--- config.mk ---
export PLATFORM = sky130hd
export DESIGN_NAME = mem_arbiter
export DESIGN_NICKNAME = d
export VERILOG_FILES = /design/src/rtl/mem_arbiter.sv
export SDC_FILE = /design/constraint.sdc
export NUM_CORES = 1
export LEC_CHECK = 0
export ABC_AREA = 0
export CAP_MARGIN = 20
export CORE_ASPECT_RATIO = 1.1
export CORE_MARGIN = 8
export CORE_UTILIZATION = 39
export DETAILED_ROUTE_END_ITERATION = 10
export PLACE_DENSITY = 0.86
export SYNTH_ARGS = -nofsm -noshare
export SYNTH_HDL_FRONTEND = slang
export SYNTH_SLANG_ARGS = --single-unit
--- constraint.sdc ---
create_clock -name CLK -period 1.6 [get_ports CLK]
set_input_delay 0.4 -clock CLK [delete_from_list [all_inputs] [get_ports CLK]]
set_output_delay 0.4 -clock CLK [all_outputs]
set_load 0.005 [all_outputs]
--- src/rtl/mem_arbiter.sv ---
// Two-requester round-robin arbiter for a single asynchronous-strobe memory unit.
// Define MEM_ARB_LOCK_EN to add LOCK0/LOCK1 inputs that let an owner keep the port across transfers.
module mem_arbiter #(
  parameter int ADDR_WIDTH = 20,
  parameter int DATA_WIDTH = 8
) (
  input  logic                  CLK,
  input  logic                  RESET_N,
  input  logic                  REQ0,
  input  logic                  REQ1,
  input  logic                  WE0,
  input  logic                  WE1,
  input  logic [ADDR_WIDTH-1:0] ADDR0,
  input  logic [ADDR_WIDTH-1:0] ADDR1,
  input  logic [DATA_WIDTH-1:0] WDATA0,
  input  logic [DATA_WIDTH-1:0] WDATA1,
`ifdef MEM_ARB_LOCK_EN
  input  logic                  LOCK0,
  input  logic                  LOCK1,
`endif
  input  logic [DATA_WIDTH-1:0] MEM_RDATA,
  output logic                  GNT0,
  output logic                  GNT1,
  output logic                  DONE0,
  output logic                  DONE1,
  output logic [DATA_WIDTH-1:0] RDATA,
  output logic                  MEM_CS,
  output logic                  MEM_RD_N,
  output logic                  MEM_WR_N,
  output logic [ADDR_WIDTH-1:0] MEM_ADDR,
  output logic [DATA_WIDTH-1:0] MEM_WDATA,
  output logic                  MEM_WDATA_OE
);

  typedef enum logic [1:0] {IDLE, ISSUE, XFER, RECOVER} state_t;

  state_t                state;
  state_t                next_state;
  logic                  owner;
  logic                  last;
  logic                  we_q;
  logic [ADDR_WIDTH-1:0] addr_q;
  logic [DATA_WIDTH-1:0] wdata_q;
  logic [DATA_WIDTH-1:0] rdata_q;
  logic                  win;
`ifdef MEM_ARB_LOCK_EN
  logic                  lock_flag;
  logic                  lock_hold;
`endif

  // Winner of the IDLE arbitration; on a tie the requester that did not go last wins.
  always_comb begin
    win = ~last;
    if (REQ0 && !REQ1) win = 1'b0;
    else if (REQ1 && !REQ0) win = 1'b1;
`ifdef MEM_ARB_LOCK_EN
    lock_hold = lock_flag && (last ? REQ1 : REQ0);
    if (lock_hold) win = last;
`endif
  end

  always_ff @(posedge CLK) begin
    if (!RESET_N) state <= IDLE;
    else          state <= next_state;
  end

  always_comb begin
    next_state   = state;
    GNT0         = 1'b0;
    GNT1         = 1'b0;
    DONE0        = 1'b0;
    DONE1        = 1'b0;
    MEM_CS       = 1'b0;
    MEM_RD_N     = 1'b1;
    MEM_WR_N     = 1'b1;
    MEM_ADDR     = '0;
    MEM_WDATA    = '0;
    MEM_WDATA_OE = 1'b0;
    case (state)
      IDLE: begin
        if (REQ0 || REQ1) next_state = ISSUE;
      end
      ISSUE: begin
        next_state   = XFER;
        GNT0         = ~owner;
        GNT1         = owner;
        MEM_CS       = 1'b1;
        MEM_RD_N     = we_q;
        MEM_WR_N     = ~we_q;
        MEM_ADDR     = addr_q;
        MEM_WDATA_OE = we_q;
        MEM_WDATA    = we_q ? wdata_q : '0;
      end
      XFER: begin
        next_state   = RECOVER;
        GNT0         = ~owner;
        GNT1         = owner;
        MEM_ADDR     = addr_q;
        MEM_WDATA_OE = we_q;
        MEM_WDATA    = we_q ? wdata_q : '0;
      end
      RECOVER: begin
        next_state = IDLE;
        GNT0       = ~owner;
        GNT1       = owner;
        DONE0      = ~owner;
        DONE1      = owner;
        MEM_ADDR   = addr_q;
      end
      default: next_state = IDLE;
    endcase
  end

  // Transfer context is latched at arbitration so requesters may change inputs once DONE is seen.
  always_ff @(posedge CLK) begin
    if (!RESET_N) begin
      owner     <= 1'b0;
      last      <= 1'b1;
      we_q      <= 1'b0;
      addr_q    <= '0;
      wdata_q   <= '0;
      rdata_q   <= '0;
`ifdef MEM_ARB_LOCK_EN
      lock_flag <= 1'b0;
`endif
    end else begin
      case (state)
        IDLE: begin
          if (REQ0 || REQ1) begin
            owner   <= win;
            we_q    <= win ? WE1 : WE0;
            addr_q  <= win ? ADDR1 : ADDR0;
            wdata_q <= win ? WDATA1 : WDATA0;
          end
`ifdef MEM_ARB_LOCK_EN
          if (!lock_hold) lock_flag <= 1'b0;
`endif
        end
        XFER: begin
          if (!we_q) rdata_q <= MEM_RDATA;
        end
        RECOVER: begin
          last <= owner;
`ifdef MEM_ARB_LOCK_EN
          lock_flag <= owner ? LOCK1 : LOCK0;
`endif
        end
        default: ;
      endcase
    end
  end

  assign RDATA = rdata_q;

endmodule
==> key figures, run 1 <==
Route
  – First DRT Iteration DRCs: 74
  – DRT Pass-1 Iters: 4
  – DR vias: 2,798
  – Wirelength per Cell: 18.54 um
  – Remaining DRCs: 0
  – Routed WL: around 9200 um
  – Post-DRT Antenna Nets: 0
  – Avg Vias per Cell: 5.641

Logic synthesis
  – Synth Area in Adders: 0.02813
  – Synth Area in Simple Gates: 0.2100
  – Synth Net Count: around 380
  – Unique masters post-synth: 28
  – Seq cells post-synth: a little over 40
  – Synth Area in Compound Gates: 0.2940
  – Seq/Total Area, Yosys: 0.3075
  – Avg Inst Size Synth: 8.896 sq um
  – Synth warnings: 0
  – Synth Area in XOR/XNOR: 0
  – Largest family of logic cells by synthesized area: compound AO/OA/AOI/OAI gates
  – Post-synthesis mux area share: 0.03376
  – Mapped Area: 2669 sq um
  – Gate Count Post-Synth: 300

CTS
  – TritonCTS buffer count: 5
  – Clock-pin transition on the worst setup and hold timing paths: 0.09 ns
  – CTS tree: done
  – Clock tree buffer depth: 2
  – Clock sink count: 41
  – H-tree depth: 2
  – CTS root buf: clkbuf_8
  – Worst-Skew Late Latency: 0.30 ns

Finish
  – Final nets: 489
  – Share of layout cells above drive strength 1: 0.3213
  – Filler instances: 564
  – Final core utilization: 0.6454
  – Antenna cells: 0
  – Fin area: 4255 sq um
  – Synthesis-to-layout area growth: 59.45%

Critical path
  – Critical Path AT: 1.40 ns
  – Critical Path Start Type: flip-flop
  – Worst Setup SP: state[0]
  – Worst R2R Setup Slack: 0.07 ns
  – CP Capture Point: MEM_WDATA[3]
  – Crit Path Category: flip-flop to output port
  – CP required: 1.20 ns
  – Max FO, Critical Path: 5
  – Reg2reg end: addr_q[0]
  – CP endpoint kind: output port
  – Reg2reg start: state[0]
  – R2R depth: 6

STA
  – Final worst-path cycle share: 1.126
  – Peak Freq: about 560 MHz
  – Clock Skews: 0.006224 ns
  – RSZ-0062 raised after global routing: yes
  – Worst Tran Pin Value: between 0.4 and 0.5 ns
  – Relative slew slack: 0.6859
  – Max-slew violation count: 0
  – Fin. Hold Viols: 0
  – Smallest setup slack after layout: -0.2017 ns
  – Tmin final: 1.802 ns
  – Setup violators final: 33

Global route
  – First-pass GRT wire length: 13,940 um
  – GRT Total Usage: 0.1774
  – Pin count of the biggest net entering global routing: 42
  – Vias in the first global route: 2,832
  – Antenna violations before repair: 0
  – Total grt overflow: 0

Min path
  – Hold Crit Class: flip-flop to flip-flop
  – Hold Crit Depth: 2

Placement
  – Placed cell areas: 3969 sq um
  – Buffers on Ports: 113
  – Gp weighted congestion: 0.7592
  – Hpwl dp: 6058 um

Power
  – Max IR drop VDD: 0.0007264 V
  – P per Cell Area: 1471 nW/um^2
  – LEAKAGE: 1.647 nW

Die
  – Initial Util: 0.4047
  – IO Pins: 114
  – Die area: 9749 sq um
  – CORE AREA: 6594 sq um
  – Die Height: 102.8 um
  – Standard-cell rows: 31
  – Chip width: ~95 um

Outcome
  – Status: finished, violations left
  – Failing checks: negative setup slack

Job
  – Max capacitance violation total: 0
-- kinds of logic after synthesis --
family                   Yosys count
AO/OA/AOI/OAI                     91
adder cells (fa/ha/maj)            6
buffers and inverters             72
flip-flops                        41
multiplexers                       9
AND/OR/NAND/NOR                   81
-- layer usage --
metal / vias up / share of wire / track usage
met5: - / 0 / 0
met4: 0 / 0.020 / 0.04447
met3: 19 / 0.066 / 0.04079
met2: 113 / 0.50 / 0.3121
met1: 1340 / 0.42 / 0.2110
li1: 1326 / - / -
-- cell usage after synthesis (all sizes together) --
cell type	n	area share
ha	6	0.028
a32oi	1	0.0033
o21ai	29	0.054
a2111oi	29	0.13
and3	8	0.019
and2	2	0.0047
o211a	1	0.0038
dfxtp	41	0.31
clkbuf	20	0.029
nor2	3	0.0042
nand2b	1	0.0023
inv	34	0.048
mux2i	9	0.034
buf	18	0.050
o21a	1	0.0028
a21oi	1	0.0019
or3b	1	0.0033
nor2b	32	0.075
o2111ai	29	0.095
nand2	5	0.0070
nor3b	29	0.095
-- worst min-delay path by stage --
stage,startpoint,endpoint,slack [ns]
6_report,RDATA[5],RDATA[5],0.53
5_1_grt,RDATA[5],RDATA[5],0.55
4_1_cts,RDATA[5],RDATA[5],0.53
3_5_place_dp,RDATA[5],RDATA[5],0.51
3_3_place_gp,RDATA[7],RDATA[7],0.50
2_1_floorplan,RDATA[0],RDATA[0],0.51
-- cell usage in the layout, fill, tap and decap left out, types with 12 or more instances in the layout --
cell type,n
a2111oi_0,13
dfxtp_1,36
inv_1,30
a2111oi_2,16
o2111ai_1,29
buf_6,12
nor2b_1,21
buf_4,17
nor3b_1,22
clkdlybuf4s50_1,75
buf_2,27
o21ai_0,28
-- through the flow --
| step | setup TNS [ns] | power, mW | hold WS [ns] | std cells | setup slack (ns) |
|---|---|---|---|---|---|
| 2_1_floorplan | 0 | 3.274 | 0.5073 | 300 | 0.1245 |
| 3_3_place_gp | -8.807 | 4.687 | 0.4980 | 481 | -0.2996 |
| 3_5_place_dp | -11.88 | 4.770 | 0.5076 | 481 | -0.3531 |
| 4_1_cts | -3.827 | 5.796 | 0.5308 | 492 | -0.1939 |
| 5_1_grt | -6.604 | 6.648 | 0.5473 | 496 | -0.2463 |
| 6_report | -4.468 | 6.260 | 0.5258 | 496 | -0.2017 |
-- timing repair --
action / 4_1_cts / 5_1_grt
cloned: 1 / 2
hold buffers: 0 / 0
pin swaps: 3 / 6
setup endpoints to repair: 38 / 38
resized for setup: 166 / 34
setup buffers: 3 / 3
-- state kept, by name (all words and copies together), names as in the netlist --
signal	flops
RDATA	8
addr_q	20
last	1
owner	1
state	2
wdata_q	8
we_q	1
-- where the power goes --
group          internal, mW  switching, mW
Clock                 0.310          0.395
Combinational          2.06           1.93
Sequential             1.37          0.196
-- worst max-delay path, stage by stage, from the launching register on --
cell and delay (ns):
dfxtp_2 0.37, inv_4 0.06, ha_4 0.26, buf_12 0.13
and3_4 0.17, buf_6 0.11
-- cell type report --
cell class                      count  area, sq um  share of cell area
Multi-Input combinational cell    187         1683              0.3955
Timing Repair Buffer              144         1419              0.3334
Sequential cell                    41        827.0              0.1944
Inverter                           34        132.6             0.03117
Tap cell                           82        102.6             0.02411
Clock buffer                        5        68.82             0.01617
Clock inverter                      3        22.52            0.005293
Note: power is estimated with default switching activity, not from simulation.
==> run 2, diff against run 1 <==
--- a/config.mk
+++ b/config.mk
@@ -10,6 +10,7 @@
 export CORE_ASPECT_RATIO = 1.1
 export CORE_MARGIN = 8
 export CORE_UTILIZATION = 39
+export CTS_CLUSTER_DIAMETER = 60
 export DETAILED_ROUTE_END_ITERATION = 10
 export PLACE_DENSITY = 0.86
 export SYNTH_ARGS = -nofsm -noshare
==> results of run 2 <==
Same layout as run 1: the final DEF is identical, and so are final timing and power.
